$ cat src/rtl/instr_enc_pkg.sv
// Shared definitions for the instruction encoder: format codes, fixed opcodes,
// immediate range limits and the FSM state type.
package instr_enc_pkg;

  typedef enum logic [2:0] {
    FMT_I    = 3'd0,
    FMT_S    = 3'd1,
    FMT_B    = 3'd2,
    FMT_U    = 3'd3,
    FMT_J    = 3'd4,
    FMT_LI   = 3'd5,
    FMT_ILL6 = 3'd6,
    FMT_ILL7 = 3'd7
  } fmt_e;

  typedef enum logic {
    ST_IDLE,
    ST_SECOND
  } state_e;

  localparam logic [6:0]  OPCODE_OP_IMM = 7'b0010011;
  localparam logic [6:0]  OPCODE_LUI    = 7'b0110111;
  localparam logic [31:0] NOP_INSTR     = 32'h0000_0013;

  localparam int signed IMM12_MIN = -2048;
  localparam int signed IMM12_MAX = 2047;
  localparam int signed IMM_B_MIN = -4096;
  localparam int signed IMM_B_MAX = 4094;
  localparam int signed IMM_J_MIN = -(1 << 20);
  localparam int signed IMM_J_MAX = (1 << 20) - 2;

  function automatic logic in_range(input logic [31:0] v, input int signed lo,
                                    input int signed hi);
    return ($signed(v) >= lo) && ($signed(v) <= hi);
  endfunction

endpackage

$ cat src/rtl/imm_packer.sv
// Combinational field packer for the single-instruction formats; flags range
// and illegal-format errors. LI is split by the parent, so its output is unused.
module imm_packer
  import instr_enc_pkg::*;
#(
  parameter int RANGE_CHECK = 1
) (
  input  logic [2:0]  fmt,
  input  logic [6:0]  opcode,
  input  logic [2:0]  funct3,
  input  logic [4:0]  rd,
  input  logic [4:0]  rs1,
  input  logic [4:0]  rs2,
  input  logic [31:0] imm,
  output logic [31:0] instr,
  output logic        err
);

  fmt_e fmt_sel;
  logic range_err;
  logic illegal;

  assign fmt_sel = fmt_e'(fmt);

  // NOTE: every output of a combinational block gets a default first, so no path leaves it unassigned and infers a latch.
  always_comb begin
    instr     = NOP_INSTR;
    range_err = 1'b0;
    illegal   = 1'b0;
    case (fmt_sel)
      FMT_I: begin
        instr     = {imm[11:0], rs1, funct3, rd, opcode};
        range_err = !in_range(imm, IMM12_MIN, IMM12_MAX);
      end
      FMT_S: begin
        instr     = {imm[11:5], rs2, rs1, funct3, imm[4:0], opcode};
        range_err = !in_range(imm, IMM12_MIN, IMM12_MAX);
      end
      FMT_B: begin
        instr     = {imm[12], imm[10:5], rs2, rs1, funct3, imm[4:1], imm[11], opcode};
        range_err = !in_range(imm, IMM_B_MIN, IMM_B_MAX) || imm[0];
      end
      FMT_U: begin
        instr     = {imm[31:12], rd, opcode};
        range_err = (imm[11:0] != 12'd0);
      end
      FMT_J: begin
        instr     = {imm[20], imm[10:1], imm[11], imm[19:12], rd, opcode};
        range_err = !in_range(imm, IMM_J_MIN, IMM_J_MAX) || imm[0];
      end
      FMT_LI: instr = NOP_INSTR;
      default: illegal = 1'b1;
    endcase
    err = illegal || ((RANGE_CHECK != 0) && range_err);
  end

endmodule

$ cat src/rtl/instruction_encoder.sv
// Handshaked instruction encoder: registers one encoded instruction per request,
// expanding the LI pseudo-op into LUI+ADDI when the value needs both.
module instruction_encoder
  import instr_enc_pkg::*;
#(
  parameter int RANGE_CHECK = 1
) (
  input  logic        clk,
  input  logic        rst,
  input  logic        in_valid,
  output logic        in_ready,
  input  logic [2:0]  fmt,
  input  logic [6:0]  opcode,
  input  logic [2:0]  funct3,
  input  logic [4:0]  rd,
  input  logic [4:0]  rs1,
  input  logic [4:0]  rs2,
  input  logic [31:0] imm,
  output logic        out_valid,
  input  logic        out_ready,
  output logic [31:0] out_instr,
  output logic        out_err,
  output logic        out_last
);

  state_e      state_q, state_d;
  logic        out_valid_q, out_valid_d;
  logic [31:0] out_instr_q, out_instr_d;
  logic        out_err_q, out_err_d;
  logic        out_last_q, out_last_d;
  logic [31:0] pend_instr_q, pend_instr_d;

  logic [31:0] pack_instr;
  logic        pack_err;
  logic        accept;
  logic        out_fire;
  logic [19:0] li_hi;
  logic        li_small;
  logic [31:0] li_lui;
  logic [31:0] li_addi_x0;
  logic [31:0] li_addi_rd;

  imm_packer #(.RANGE_CHECK(RANGE_CHECK)) u_packer (
    .fmt    (fmt),
    .opcode (opcode),
    .funct3 (funct3),
    .rd     (rd),
    .rs1    (rs1),
    .rs2    (rs2),
    .imm    (imm),
    .instr  (pack_instr),
    .err    (pack_err)
  );

  assign in_ready = (state_q == ST_IDLE) && (!out_valid_q || out_ready);
  assign accept   = in_valid && in_ready;
  assign out_fire = out_valid_q && out_ready;

  // The ADDI sign-extends its low 12 bits, so a set imm[11] borrows one from hi.
  assign li_hi      = imm[31:12] + {19'd0, imm[11]};
  assign li_small   = in_range(imm, IMM12_MIN, IMM12_MAX);
  assign li_lui     = {li_hi, rd, OPCODE_LUI};
  assign li_addi_x0 = {imm[11:0], 5'd0, 3'b000, rd, OPCODE_OP_IMM};
  assign li_addi_rd = {imm[11:0], rd, 3'b000, rd, OPCODE_OP_IMM};

  always_comb begin
    state_d      = state_q;
    out_valid_d  = out_valid_q;
    out_instr_d  = out_instr_q;
    out_err_d    = out_err_q;
    out_last_d   = out_last_q;
    pend_instr_d = pend_instr_q;
    if (out_fire) out_valid_d = 1'b0;

    case (state_q)
      ST_IDLE: begin
        if (accept) begin
          out_valid_d = 1'b1;
          out_err_d   = 1'b0;
          out_last_d  = 1'b1;
          if (fmt_e'(fmt) == FMT_LI) begin
            if (li_small) begin
              out_instr_d = li_addi_x0;
            end else if (imm[11:0] == 12'd0) begin
              out_instr_d = li_lui;
            end else begin
              out_instr_d  = li_lui;
              out_last_d   = 1'b0;
              pend_instr_d = li_addi_rd;
              state_d      = ST_SECOND;
            end
          end else begin
            out_instr_d = pack_instr;
            out_err_d   = pack_err;
          end
        end
      end
      ST_SECOND: begin
        // The LUI beat is still on the output; swap in ADDI as it leaves.
        if (out_fire) begin
          out_valid_d = 1'b1;
          out_instr_d = pend_instr_q;
          out_err_d   = 1'b0;
          out_last_d  = 1'b1;
          state_d     = ST_IDLE;
        end
      end
      default: state_d = ST_IDLE;
    endcase
  end

  // NOTE: state registers use non-blocking assignments so every flop samples pre-edge values.
  always_ff @(posedge clk or posedge rst) begin
    if (rst) begin
      state_q      <= ST_IDLE;
      out_valid_q  <= 1'b0;
      out_instr_q  <= 32'd0;
      out_err_q    <= 1'b0;
      out_last_q   <= 1'b0;
      pend_instr_q <= 32'd0;
    end else begin
      state_q      <= state_d;
      out_valid_q  <= out_valid_d;
      out_instr_q  <= out_instr_d;
      out_err_q    <= out_err_d;
      out_last_q   <= out_last_d;
      pend_instr_q <= pend_instr_d;
    end
  end

  assign out_valid = out_valid_q;
  assign out_instr = out_instr_q;
  assign out_err   = out_err_q;
  assign out_last  = out_last_q;

endmodule

$ cat config.mk
export PLATFORM = sky130hd
export DESIGN_NAME = instruction_encoder
export DESIGN_NICKNAME = d
export VERILOG_FILES = /design/src/rtl/instr_enc_pkg.sv /design/src/rtl/imm_packer.sv /design/src/rtl/instruction_encoder.sv
export SDC_FILE = /design/constraint.sdc
export NUM_CORES = 1
export LEC_CHECK = 0
export ABC_AREA = 1
export BUFFER_PORTS_ARGS = -buffer_cell sky130_fd_sc_hd__buf_2
export CORE_ASPECT_RATIO = 2
export CORE_UTILIZATION = 31
export CTS_CLUSTER_SIZE = 10
export DETAILED_ROUTE_END_ITERATION = 8
export GPL_ROUTABILITY_DRIVEN = 0
export GPL_TIMING_DRIVEN = 1
export MAX_ROUTING_LAYER = met4
export PLACE_DENSITY = 0.5
export SYNTH_ARGS = -nofsm -noshare
export SYNTH_HDL_FRONTEND = slang
export SYNTH_SLANG_ARGS = --single-unit
$ cat constraint.sdc
create_clock -name clk -period 1.4 [get_ports clk]
set_input_delay 0.14 -clock clk [delete_from_list [all_inputs] [get_ports clk]]
set_output_delay 0.14 -clock clk [all_outputs]
set_load 0.005 [all_outputs]
Word-level counts from Yosys, hierarchy flattened:

Cells that the tools add are included.

* register bits: 61
* output and inout port bits: 36
* logic and storage cells: 72

* add/subtract/negate cells: 1
* magnitude comparators: 6
* eq/ne operators: 7
* multiplexer cells: 28
* bitwise gates (word level): 3
* reduce and logical (&&, ||, !) cells: 21

Operator list (count)
* one-hot mux 32 bit (5 select lines): 1
* two-way mux 32 bit: 4
* one-hot mux 32 bit (2 select lines): 1
* >= comparator 32 x 12 -> 1 bit, second input constant: 1
* >= comparator 32 x 13 -> 1 bit, second input constant: 1
* >= comparator 32 x 21 -> 1 bit, second input constant: 1
* less-or-equal comparator 32 x 12 -> 1 bit, second input constant: 1
* less-or-equal comparator 32 x 13 -> 1 bit, second input constant: 1
* less-or-equal comparator 32 x 21 -> 1 bit, second input constant: 1
* adder 20 x 1 -> 20 bit: 1
* two-way mux 1 bit: 17
* logical NOT 12 bit: 1
* nonzero test 12 bit: 1
* one-hot mux 1 bit (2 select lines): 4
* equality test 3 x 2 -> 1 bit, second input constant: 2
* equality test 3 bit, second input constant: 2
* logical AND 1 bit: 6
* OR reduction 6 bit: 1
* AND reduction 5 bit: 1
* logical NOT 1 bit: 4
* logical OR 1 bit: 4
* one-hot mux 1 bit (4 select lines): 1
* equality test 3 x 1 -> 1 bit, second input constant: 1
* logical NOT 3 bit: 1
* other kinds (5): 7

Longest topological paths before layout:

Gate-level depths: netlist (run 1).

* word-level depth: 9
* depth in mapped cells: 15
* depth with buffers taken out: 15

Modules after synthesis:

Synthesis (run 1) repeated with hierarchy kept, for this count alone.

* cells, all modules: 679
* area, all modules: 4400.5 sq um

By module, submodules not included
* instruction_encoder: times used 1, cells each 456, area an instance 3243.1 sq um
* imm_packer: times used 1, cells each 223, area an instance 1157.4 sq um

Worst setup path before layout (run 1):

OpenSTA, ideal clock, no wires.

* path type: input to register
* start: input port imm[11]
* end: register pend_instr_q[4]
* library setup time: 0.124 ns
* data arrival time: 1.529 ns
* required time: 1.276 ns
* path slack: -0.253 ns
* stages: 12
* path buffers: 0
* cell sequence: ha_1 inv_1 nor2_2 inv_2 nor2_2 nand2_1 nand3b_4 nand3_4 nor2_4 nand3_4 inv_2 or2_1

* word-level cells in the longest chain between the ends: 4
* elaborated cells between the ends (all ways): 7

Ends and longest elaborated chain
* from (decl): RTL line instruction_encoder.sv:18 `input logic [31:0] imm,`
* >= comparator 32 x 12 -> 1 bit / less-or-equal comparator 32 x 12 -> 1 bit (equally long branches): RTL line instr_enc_pkg.sv:34 `return ($signed(v) >= lo) && ($signed(v) <= hi);`
* logical AND 1 bit: RTL line instr_enc_pkg.sv:34
* NOT 1 bit (no source line)
* AND reduction 5 bit (no source line) *
* to (signal assigned): RTL line instruction_encoder.sv:127 `pend_instr_q <= pend_instr_d;`
* to (decl): RTL line instruction_encoder.sv:31 `logic [31:0] pend_instr_q, pend_instr_d;`

Every way passes the cells marked *; elsewhere a longest branch is shown, timed or not.
A chain may end at the register's enable or synchronous reset.

Final worst setup path (run 1):

* start: register out_valid_q, in the netlist out_valid
* end: register out_instr_q[10], in the netlist out_instr[10]

* word-level cells in the longest chain between the ends: 6
* elaborated cells between the ends (all ways): 8

Ends and longest elaborated chain
* from (decl): RTL line instruction_encoder.sv:27 `logic out_valid_q, out_valid_d;`
* from (signal assigned): RTL line instruction_encoder.sv:123 `out_valid_q <= out_valid_d;`
* logical NOT 1 bit: RTL line instruction_encoder.sv:55 `assign in_ready = (state_q == ST_IDLE) && (!out_valid_q || out_ready);`
* logical OR 1 bit: RTL line instruction_encoder.sv:55
* logical AND 1 bit: RTL line instruction_encoder.sv:55
* logical AND 1 bit: RTL line instruction_encoder.sv:56 `assign accept = in_valid && in_ready;`
* inequality test 2 bit (no source line)
* AND reduction 2 bit (no source line) *
* to (signal assigned): RTL line instruction_encoder.sv:124 `out_instr_q <= out_instr_d;`
* to (decl): RTL line instruction_encoder.sv:28 `logic [31:0] out_instr_q, out_instr_d;`

Marks and branches as above.

==> reports/summary.log, run 1 <==
qor: floorplanning.dieArea 13200 µm²
qor: power_and_ir_drop.power.leakage 3.18 nW
qor: synthesis.yosys_warnings 0
qor: synthesis.post_synth_inst_count 618
qor: floorplanning.boundaryPins 100
qor: route.ant_nets 0
qor: clock_tree.cts-root-buf sky130_fd_sc_hd__clkbuf_16
qor: timing.fin_ws -0.0300 ns
qor: clock_tree.cts-buffers-inserted 5
qor: timing.unrepaired_setup_endpoints_after_global_routing true
qor: status.outcome finished with violations
qor: worst_setup_path.reg2reg_setup_slack -0.03 ns
qor: worst_setup_path.worst-endpoint-arrival 1.61 ns
qor: clock_tree.tritoncts built
qor: global_routing.grt_pass1_wl 24400 µm
qor: global_routing.grt_use_total 25.4%
qor: worst_setup_path.crit_end out_instr[10]$_DFFE_PP0P_
qor: clock_tree.cts_num_sinks 54
qor: final_layout.layout-area-overhead-vs-synth 53.4%
qor: power_and_ir_drop.pwr-share-seq 38.7%
qor: synthesis.synth_largest_area_cell sky130_fd_sc_hd__dfrtp_1
qor: route.wl_per_cell 15.7 µm
qor: route.drtIter0Drc 312
qor: timing.final_max_slew_viol_count 0
qor: synthesis.synthDominantCellAreaShare 34.4%
qor: place.hpwlAfterDp 12800 µm
qor: clock_tree.clk_pin_slew 0.08 ns
qor: worst_hold_path.hold_start out_ready
qor: synthesis.synth_commonest_cells 198 x sky130_fd_sc_hd__nand2_1, 99 x sky130_fd_sc_hd__nor2_1, 57 x sky130_fd_sc_hd__inv_1, 54 x sky130_fd_sc_hd__dfrtp_1, 53 x sky130_fd_sc_hd__nand3_1
qor: power_and_ir_drop.pwr-share-clk 19.9%
qor: synthesis.avgSynthCellArea 6.36 µm²
qor: global_routing.largest_net_degree_at_the_start_of_global_routing 37
qor: floorplanning.core_area 12300 µm²
qor: synthesis.post_synth_main_area_contributors sky130_fd_sc_hd__dfrtp_1 34%, sky130_fd_sc_hd__nand2_1 19%, sky130_fd_sc_hd__nor2_1 9.5%
qor: power_and_ir_drop.net-switching-power 2.32 mW
qor: synthesis.post-synth-top-count-cell sky130_fd_sc_hd__nand2_1
qor: route.drtPass1Iterations 5
qor: place.number_of_i_o_port_buffers 99
qor: timing.fraction_of_the_cycle_the_final_worst_path_needs 102%
qor: worst_setup_path.worst_setup_path_end_kind register
qor: final_layout.final_layout_net_count 917
qor: timing.timing.fmax 699 MHz
qor: route.drt_wl_total 15600 µm
qor: status.failed_checks negative setup slack
qor: final_layout.insertedDiodeCount 0
qor: synthesis.synthDistinctLibCells 36
qor: worst_setup_path.start_kind register
qor: timing.finalCriticalPeriod 1.43 ns
qor: global_routing.grt_remaining_overflow 0
qor: timing.timing.final.setup_violations 15
qor: floorplanning.initial_core_util 32.0%
qor: route.via_per_inst 5.04
qor: worst_setup_path.timing_worst_setup_path_type reg2reg
qor: final_layout.n_fill_cell 1322
qor: power_and_ir_drop.finalPower 6.37 mW
qor: worst_setup_path.timing.rr.start out_valid$_DFF_PP0_
qor: floorplanning.fp-row-count 57
qor: synthesis.flip_flop_and_latch_count_after_synthesis 54
qor: synthesis.synthesis.area 3930 µm²
qor: synthesis.number_of_flops_mapped_to_enable_cells_by_yosys 0
qor: route.total_vias_in_the_final_route 5023
qor: power_and_ir_drop.p_sw_share 36.4%
qor: power_and_ir_drop.comb_power_share 41.4%
qor: worst_hold_path.worstHoldPathType in2reg
qor: worst_setup_path.reg2reg_to out_instr[10]$_DFFE_PP0P_
qor: synthesis.share_of_synthesized_area_occupied_by_flip_flops_and_latches 34.4%
qor: final_layout.layout_cell_share_with_drive_strength_beyond_1 36.7%
qor: timing.worst_hold_slack 0.0329 ns
qor: power_and_ir_drop.internal_power 4.05 mW
qor: synthesis.syn_nets 686
qor: power_and_ir_drop.powerDensity 1060 nW/µm²
qor: timing.max_slew_margin 70.5%
qor: clock_tree.clockBufferDepth 2
qor: clock_tree.clk_latency 0.30 ns
qor: worst_setup_path.worst-path-max-fanout 8
qor: worst_setup_path.cp_data_required_time 1.58 ns
qor: floorplanning.die_width 81.6 µm
qor: clock_tree.htree_levels 2
qor: power_and_ir_drop.ir_worst_vdd 0.000819 V
qor: job.timing.max_cap.violations 0
qor: global_routing.first_global_vias 5004
qor: timing.finalHoldViolations 0
qor: worst_setup_path.startpoint out_valid$_DFF_PP0_
qor: worst_setup_path.reg2reg_depth 8
qor: synthesis.ys_async_sr_fraction 100%
qor: timing.timing.clock.skew 0.0159 ns
qor: synthesis.most_used_flip_flop_cell_after_synthesis sky130_fd_sc_hd__dfrtp_1
qor: timing.transition_time_at_the_pin_with_the_least_slew_margin 0.442 ns
qor: floorplanning.die-height 161 µm
qor: global_routing.antenna_violations_before_repair 0
qor: route.detail_route.drc_violations 0
## worst min path at each step
stage | endpoint | slack [ns] | depth (start not counted)
floorplan | out_err$_DFFE_PP0P_ | 0.21 | 1
global placement | out_instr[27]$_DFFE_PP0P_ | 0.15 | 2
detailed placement | out_instr[29]$_DFFE_PP0P_ | 0.16 | 2
CTS | out_valid$_DFF_PP0_ | 0.03 | 2
global route | out_valid$_DFF_PP0_ | 0.04 | 2
finish | out_valid$_DFF_PP0_ | 0.03 | 2
## per-layer routing
metal  GRT usage, %  vias to the layer above  routed length [µm]
met5              -                        -                   0
met4           15.7                        0                1020
met3           2.26                       59                 565
met2           44.6                      166                8430
met1           26.2                     2327                5590
li1               -                     2471                   -
## worst max-delay path, stage by stage (launching register included)
cell and delay (ns):
sky130_fd_sc_hd__dfrtp_1 0.39, sky130_fd_sc_hd__inv_2 0.05, sky130_fd_sc_hd__nor2_1 0.03, sky130_fd_sc_hd__nor2_1 0.15, sky130_fd_sc_hd__nand2_2 0.11, sky130_fd_sc_hd__nand2_4 0.15
sky130_fd_sc_hd__nand2_1 0.10, sky130_fd_sc_hd__a31oi_1 0.22, sky130_fd_sc_hd__a21oi_1 0.10
## power by group through the flow
stage	logic, mW	registers [mW]	clock network, mW
floorplan	1.18	2.47	0
global placement	2.43	2.45	0
detailed placement	2.46	2.48	0
global route	2.96	2.52	1.39
finish	2.64	2.46	1.27
CTS	2.51	2.45	1.32
## sequential cells by signal, summed over array words and instances (netlist names)
| register | flops |
|---|---|
| out_err | 1 |
| out_instr | 32 |
| out_last | 1 |
| out_valid | 1 |
| pend_instr_q | 18 |
| state_q | 1 |
## stage by stage
step	util [%]	cells	setup TNS, ns	worst slack, ns	cell area (µm²)
floorplan	-	618	-1.33	-0.0857	3980
global placement	45.9	982	-14.21	-0.424	5630
detailed placement	45.9	982	-14.91	-0.461	5630
CTS	47.5	993	-0.0421	-0.0187	5830
global route	49.2	997	-5.31	-0.158	6030
finish	49.2	997	-0.0929	-0.0300	6030
## final cells by class
type	instances	area, µm²	share of cell area, %
inverters	62	244	4.04
flip-flops and latches	54	1350	22.4
repair buffers	242	1670	27.6
clock buffers	5	125	2.07
clock inverters	3	23.8	0.394
multi-input cells	484	2440	40.4
well taps	147	184	3.05
## placed cells by master, fill, tap and decap left out, types with 7 or more instances in the layout
cell,instances
sky130_fd_sc_hd__a21oi_1,20
sky130_fd_sc_hd__inv_1,53
sky130_fd_sc_hd__nor2_4,8
sky130_fd_sc_hd__o22ai_1,12
sky130_fd_sc_hd__nand4_1,19
sky130_fd_sc_hd__o21ai_0,13
sky130_fd_sc_hd__nor2_1,78
sky130_fd_sc_hd__buf_2,94
sky130_fd_sc_hd__dfrtp_1,54
sky130_fd_sc_hd__buf_4,138
sky130_fd_sc_hd__nor2_2,19
sky130_fd_sc_hd__o21ai_1,18
sky130_fd_sc_hd__xor2_1,7
sky130_fd_sc_hd__nand3_1,53
sky130_fd_sc_hd__nand2_1,182
sky130_fd_sc_hd__nand2_2,14
## timing repair
item | in CTS | in global routing
buffers inserted | 2 | 4
gates resized for setup | 9 | 52
endpoints found under the hold margin | 15 | 0
cloned | 0 | 2
pin swaps | 3 | 13
endpoints found under the setup margin | 35 | 54
hold buffers | 1 | 0
## logic make-up after synthesis
kind of cell,after synthesis,share of synthesized area [%]
fa+ha+maj,4,1.27
buf+inv,80,8.34
flops,54,34.4
simple gates,392,42.9
xor+xnor,8,1.78
compound gates,80,11.4
Note: power is estimated with default switching activity, not from simulation.
==> run 2, diff against run 1 <==
- SETUP_SLACK_MARGIN: unset -> 0.3
==> run 2 against run 1 <==
The run still ends with negative setup slack left; first-iteration DRC count down 24%; core utilization up 2.8 points; via count down 0.14%; wire length up 4.2%; clock power about the same; highest routed layer unchanged.
==> reports/summary.log, run 2 (synthesized netlist as in run 1, its figures left out) <==
qor: status.outcome finished with violations
qor: status.failed_checks negative setup slack
qor: power_and_ir_drop.powerDensity 1050 nW/µm²
qor: route.drtIter0Drc 236
qor: floorplanning.initial_core_util 32.0%
qor: global_routing.grt_remaining_overflow 0
qor: clock_tree.clk_latency 0.30 ns
qor: worst_hold_path.hold_start out_ready
qor: worst_setup_path.reg2reg_depth 7
qor: worst_setup_path.worst-path-max-fanout 7
qor: route.total_vias_in_the_final_route 5016
qor: power_and_ir_drop.ir_worst_vdd 0.000690 V
qor: clock_tree.cts_num_sinks 54
qor: final_layout.largest_register_ffs 32
qor: job.timing.max_cap.violations 0
qor: worst_setup_path.worst_setup_path_end_kind register
qor: global_routing.largest_net_degree_at_the_start_of_global_routing 33
qor: timing.fin_ws -0.0255 ns
qor: timing.worst_hold_slack 0.0408 ns
qor: route.via_per_inst 5.01
qor: global_routing.grt_use_total 26.3%
qor: floorplanning.boundaryPins 100
qor: floorplanning.die-height 161 µm
qor: floorplanning.fp-row-count 57
qor: power_and_ir_drop.comb_power_share 43.8%
qor: clock_tree.cts-root-buf sky130_fd_sc_hd__clkbuf_16
qor: final_layout.layout_cell_share_with_drive_strength_beyond_1 40.8%
qor: floorplanning.dieArea 13200 µm²
qor: global_routing.first_global_vias 5152
qor: power_and_ir_drop.net-switching-power 2.49 mW
qor: floorplanning.die_width 81.6 µm
qor: route.wl_per_cell 16.2 µm
qor: timing.finalHoldViolations 0
qor: power_and_ir_drop.internal_power 4.23 mW
qor: clock_tree.htree_levels 2
qor: route.drtPass1Iterations 4
qor: place.hpwlAfterDp 13100 µm
qor: timing.transition_time_at_the_pin_with_the_least_slew_margin 0.394 ns
qor: floorplanning.core_area 12300 µm²
qor: final_layout.fin_area 6380 µm²
qor: final_layout.final_layout_net_count 922
qor: final_layout.final_cell_mix 176 x sky130_fd_sc_hd__nand2_1, 135 x sky130_fd_sc_hd__buf_4, 86 x sky130_fd_sc_hd__buf_2
qor: place.dpl-instance-area 5600 µm²
qor: timing.unrepaired_setup_endpoints_after_global_routing true
qor: final_layout.mostFrequentLayoutCell sky130_fd_sc_hd__nand2_1
qor: timing.timing.fmax 702 MHz
qor: worst_setup_path.timing.rr.start state_q$_DFF_PP0_
qor: power_and_ir_drop.power.leakage 3.30 nW
qor: worst_hold_path.worstHoldPathType in2reg
qor: final_layout.layout-area-overhead-vs-synth 62.3%
qor: timing.timing.final.setup_violations 6
qor: worst_setup_path.reg2reg_to out_instr[17]$_DFFE_PP0P_
qor: clock_tree.cts-buffers-inserted 5
qor: timing.final_max_slew_viol_count 0
qor: worst_setup_path.timing_worst_setup_path_type reg2reg
qor: timing.setup_total_negative_slack -0.0359 ns
qor: power_and_ir_drop.pwr-share-clk 19.2%
qor: timing.timing.clock.skew 0.0144 ns
qor: place.number_of_i_o_port_buffers 99
qor: worst_hold_path.hold_depth 2
qor: clock_tree.clk_pin_slew 0.08 ns
qor: clock_tree.tritoncts built
qor: power_and_ir_drop.finalPower 6.71 mW
qor: clock_tree.clockBufferDepth 2
qor: worst_setup_path.reg2reg_setup_slack -0.03 ns
qor: power_and_ir_drop.pwr-share-seq 37.0%
qor: worst_setup_path.start_kind register
qor: power_and_ir_drop.p_sw_share 37.0%
qor: route.detail_route.drc_violations 0
qor: worst_setup_path.cp_data_required_time 1.59 ns
qor: global_routing.grt_pass1_wl 25400 µm
qor: global_routing.antenna_violations_before_repair 0
qor: timing.fraction_of_the_cycle_the_final_worst_path_needs 102%
qor: timing.finalCriticalPeriod 1.43 ns
qor: worst_setup_path.worst-endpoint-arrival 1.61 ns
qor: route.drt_wl_total 16300 µm
qor: timing.max_slew_margin 73.5%
qor: route.ant_nets 0
qor: final_layout.insertedDiodeCount 0
qor: worst_hold_path.holdPathEnd out_valid$_DFF_PP0_
## run 2: cell count changes in the layout (fill, tap and decap cells not counted), moves of 5 or more
cell | before | now
sky130_fd_sc_hd__a21oi_2 | 1 | 8
sky130_fd_sc_hd__nand2_1 | 182 | 176
sky130_fd_sc_hd__nor2_4 | 8 | 13
sky130_fd_sc_hd__buf_6 | 4 | 12
sky130_fd_sc_hd__buf_2 | 94 | 86
sky130_fd_sc_hd__nand2_4 | 3 | 8
sky130_fd_sc_hd__a21oi_1 | 20 | 13
sky130_fd_sc_hd__nand3_1 | 53 | 48
sky130_fd_sc_hd__nor2_1 | 78 | 73
sky130_fd_sc_hd__nand3_2 | 0 | 5
## run 2: power groups by stage
stage,clock (mW),sequential [mW],combinational [mW]
floorplan,0,2.47,1.23
global placement,0,2.46,2.44
detailed placement,0,2.48,2.47
CTS,1.33,2.47,2.77
global route,1.41,2.54,3.24
finish,1.29,2.48,2.94
## run 2: cell type report
type | count | area [µm²]
timing repair buffer | 247 | 1820
multi-input combinational | 484 | 2620
inverter | 62 | 246
sequential | 54 | 1350
tap | 147 | 184
clock buffer | 5 | 125
clock inverter | 3 | 28.8
fill | 1270 | 5890
## run 2: worst max path at each step
stage	startpoint	end	slack, ns	cells past startpoint
after floorplan	imm[11]	pend_instr_q[31]$_DFFE_PP0P_	-0.09	13
after global placement	imm[3]	out_instr[28]$_DFFE_PP0P_	-0.45	12
after detailed placement	imm[11]	out_instr[12]$_DFFE_PP0P_	-0.45	13
after CTS	state_q$_DFF_PP0_	pend_instr_q[23]$_DFFE_PP0P_	-0.02	7
after global routing	out_valid$_DFF_PP0_	out_instr[17]$_DFFE_PP0P_	-0.10	9
final	state_q$_DFF_PP0_	out_instr[17]$_DFFE_PP0P_	-0.03	7
## run 2: worst max-delay path, cell delays in order (launching register included)
cell and delay, ns:
sky130_fd_sc_hd__dfrtp_2 0.45, sky130_fd_sc_hd__nor2_2 0.19, sky130_fd_sc_hd__nand2_4 0.11, sky130_fd_sc_hd__nand2_8 0.13
sky130_fd_sc_hd__inv_8 0.06, sky130_fd_sc_hd__a21oi_4 0.13, sky130_fd_sc_hd__a21boi_2 0.17, sky130_fd_sc_hd__a21oi_1 0.07
## run 2: layer usage
layer  vias up  GRT usage [%]  part of all wire (%)
li1       2475              -                     -
met1      2361           27.3                    37
met2       127           46.9                    55
met3        53           2.49                   2.8
met4         0           14.1                   5.6
met5         -              -                     0
## run 2: repair_timing
action,CTS,global route
buffers inserted,12,3
endpoints found under the setup margin,55,56
gates cloned,1,2
gates resized for setup,59,61
pin swaps,14,21
hold endpoints to repair,14,0
hold buffers,1,0
## run 2: through the flow
step,setup WS (ns),utilization (%),cells
4_1_cts,-0.0242,50.0,997
2_1_floorplan,-0.0857,-,618
5_1_grt,-0.100,52.0,1002
3_5_place_dp,-0.454,45.7,975
3_3_place_gp,-0.445,45.7,975
6_report,-0.0255,52.0,1002
==> run 3, diff against run 2 <==
- RECOVER_POWER: unset -> 25
- SETUP_SLACK_MARGIN: 0.3 -> 0.5
- TNS_END_PERCENT: unset -> 50
==> run 3 against run 2 <==
The run still ends with negative setup slack left; register-to-register slack is essentially flat; core utilization grew 1.4 points; clock-buffer cell count grew 1; critical endpoint is now pend_instr_q[28]$_DFFE_PP0P_; critical path type unchanged; combinational power grew 3%; sequential cell count is the same; non-clock buffer count grew 14; highest routed layer unchanged.
==> reports/summary.log, run 3 (synthesized netlist as in run 1, its figures left out) <==
qor: worst_setup_path.timing_worst_setup_path_type reg2reg
qor: timing.final_max_slew_viol_count 0
qor: timing.finalHoldViolations 0
qor: timing.fin_ws -0.0163 ns
qor: place.number_of_i_o_port_buffers 99
qor: global_routing.grt_pass1_wl 25100 µm
qor: worst_setup_path.reg2reg_setup_slack -0.02 ns
qor: worst_setup_path.cp_data_required_time 1.58 ns
qor: final_layout.layout-area-overhead-vs-synth 66.7%
qor: worst_setup_path.start_kind register
qor: timing.timing.final.setup_violations 12
qor: worst_hold_path.worstHoldPathType in2reg
qor: floorplanning.dieArea 13200 µm²
qor: clock_tree.cts_num_sinks 54
qor: timing.unrepaired_setup_endpoints_after_global_routing true
qor: worst_setup_path.cpPeakStageDelay 0.39 ns
qor: clock_tree.tritoncts built
qor: floorplanning.die-height 161 µm
qor: global_routing.grt_use_total 26.1%
qor: place.dpl-instance-area 5640 µm²
qor: timing.transition_time_at_the_pin_with_the_least_slew_margin 0.784 ns
qor: final_layout.insertedDiodeCount 0
qor: worst_setup_path.reg2reg_to pend_instr_q[28]$_DFFE_PP0P_
qor: route.wl_per_cell 15.9 µm
qor: final_layout.largest_register_ffs 32
qor: floorplanning.fp-row-count 57
qor: worst_setup_path.reg2reg_depth 9
qor: timing.timing.fmax 706 MHz
qor: timing.finalCriticalPeriod 1.42 ns
qor: timing.setup_total_negative_slack -0.113 ns
qor: route.total_vias_in_the_final_route 5127
qor: final_layout.fin_area 6550 µm²
qor: floorplanning.die_width 81.6 µm
qor: global_routing.first_global_vias 5150
qor: status.failed_checks negative setup slack
qor: floorplanning.initial_core_util 32.0%
qor: global_routing.grt_remaining_overflow 0
qor: power_and_ir_drop.ir_worst_vdd 0.000691 V
qor: final_layout.layout_cell_share_with_drive_strength_beyond_1 44.0%
qor: job.timing.max_cap.violations 0
qor: timing.timing.clock.skew 0.00826 ns
qor: global_routing.largest_net_degree_at_the_start_of_global_routing 31
qor: route.via_per_inst 5.04
qor: clock_tree.cts-root-buf sky130_fd_sc_hd__clkbuf_16
qor: final_layout.final_layout_net_count 937
qor: worst_hold_path.holdPathEnd out_valid$_DFF_PP0_
qor: route.detail_route.drc_violations 0
qor: worst_setup_path.timing.rr.start out_valid$_DFF_PP0_
qor: place.hpwlAfterDp 13000 µm
qor: worst_setup_path.worst_setup_path_end_kind register
qor: route.drtIter0Drc 219
qor: clock_tree.htree_levels 2
qor: clock_tree.cts-buffers-inserted 5
qor: clock_tree.clockBufferDepth 2
qor: route.drtPass1Iterations 5
qor: clock_tree.clk_pin_slew 0.07 ns
qor: route.ant_nets 0
qor: final_layout.final_cell_mix 171 x sky130_fd_sc_hd__nand2_1, 147 x sky130_fd_sc_hd__buf_4, 83 x sky130_fd_sc_hd__buf_2
qor: worst_setup_path.worst-endpoint-arrival 1.60 ns
qor: power_and_ir_drop.powerDensity 1050 nW/µm²
qor: clock_tree.clk_latency 0.30 ns
qor: timing.fraction_of_the_cycle_the_final_worst_path_needs 101%
qor: worst_hold_path.hold_start out_ready
qor: worst_setup_path.path_cells inv_2, nor2_1, nor2_1, nand2_2, inv_2, nand3_4, buf_12, nand2_1, o21ai_1
qor: power_and_ir_drop.power.leakage 3.35 nW
qor: route.drt_wl_total 16100 µm
qor: floorplanning.boundaryPins 100
qor: timing.max_slew_margin 47.4%
qor: worst_setup_path.critical_path.slowest_cell sky130_fd_sc_hd__dfrtp_1
qor: floorplanning.core_area 12300 µm²
qor: final_layout.mostFrequentLayoutCell sky130_fd_sc_hd__nand2_1
qor: status.outcome finished with violations
qor: global_routing.antenna_violations_before_repair 0
qor: worst_setup_path.worst-path-max-fanout 24
qor: worst_hold_path.hold_depth 2
run 3: cell count changes in the layout (fill, tap and decap cells not counted), moves of 3 or more:
cell,previous run,this run
sky130_fd_sc_hd__buf_2,86,83
sky130_fd_sc_hd__buf_4,135,147
sky130_fd_sc_hd__buf_6,12,19
sky130_fd_sc_hd__inv_1,50,43
sky130_fd_sc_hd__inv_2,9,14
sky130_fd_sc_hd__nand2_1,176,171
sky130_fd_sc_hd__nand2_2,14,20
sky130_fd_sc_hd__nor2_1,73,67
sky130_fd_sc_hd__nor2_4,13,21
sky130_fd_sc_hd__o21ai_2,1,4
run 3: area by class of cell:
class / instances / area, µm²
clock inverter: 2 / 16.3
timing repair buffer: 261 / 1930
sequential: 54 / 1350
clock buffer: 6 / 139
multi-input combinational: 485 / 2680
fill: 1241 / 5710
inverter: 62 / 248
tap: 147 / 184
run 3: through the flow:
step | util (%) | std cells | power (mW) | setup slack [ns] | hold slack, ns
2_1_floorplan | - | 618 | 3.69 | -0.0857 | 0.208
3_3_place_gp | 46.0 | 980 | 4.94 | -0.488 | 0.158
3_5_place_dp | 46.0 | 980 | 4.98 | -0.474 | 0.162
4_1_cts | 51.3 | 1008 | 6.63 | -0.0210 | 0.0613
5_1_grt | 53.4 | 1017 | 7.36 | -0.105 | 0.0696
6_report | 53.4 | 1017 | 6.87 | -0.0163 | 0.0566
run 3: power breakdown:
| part | leakage [nW] | internal [mW] | total (mW) | switching, mW |
|---|---|---|---|---|
| Sequential | 0.666 | 2.13 | 2.51 | 0.372 |
| Combinational | 2.61 | 1.49 | 3.04 | 1.55 |
| Clock | 0.0735 | 0.720 | 1.32 | 0.601 |
| Total | 3.35 | 4.34 | 6.87 | 2.53 |
run 3: worst max-delay path: cells and delay by family, from the launching register on:
kind	cells	cell delay (ns)
AOI/OAI and AO/OA	1	0.05
and+or+nand+nor	5	0.49
buffers and inverters	3	0.36
DFF	1	0.39
run 3: worst max-delay path by stage:
stage                         from                      endpoint  slack [ns]  cells past startpoint
2_1_floorplan              imm[11]  pend_instr_q[31]$_DFFE_PP0P_       -0.09                     13
3_3_place_gp               imm[28]     out_instr[27]$_DFFE_PP0P_       -0.49                     12
3_5_place_dp               imm[11]     out_instr[27]$_DFFE_PP0P_       -0.47                     13
4_1_cts        out_valid$_DFF_PP0_     out_instr[17]$_DFFE_PP0P_       -0.02                      9
5_1_grt        out_valid$_DFF_PP0_      out_instr[7]$_DFFE_PP0P_       -0.10                     10
6_report       out_valid$_DFF_PP0_  pend_instr_q[28]$_DFFE_PP0P_       -0.02                      9
run 3: what timing repair did:
item / in CTS / in global routing
pin swaps: 31 / 28
resized for setup: 101 / 64
endpoints found under the setup margin: 90 / 129
cloned: 1 / 1
hold endpoints to repair: 15 / 0
setup buffers: 18 / 8
hold buffers: 1 / 0
run 3: routing by layer:
metal  routed length, µm  part of all wire [%]  GRT usage, %  up-vias
li1                    -                     -             -     2507
met1                5730                    36          26.7     2363
met2                8650                    54          45.5      187
met3                 617                   3.8          2.32       70
met4                1130                   7.0          17.6        0
met5                   0                     0             -        -
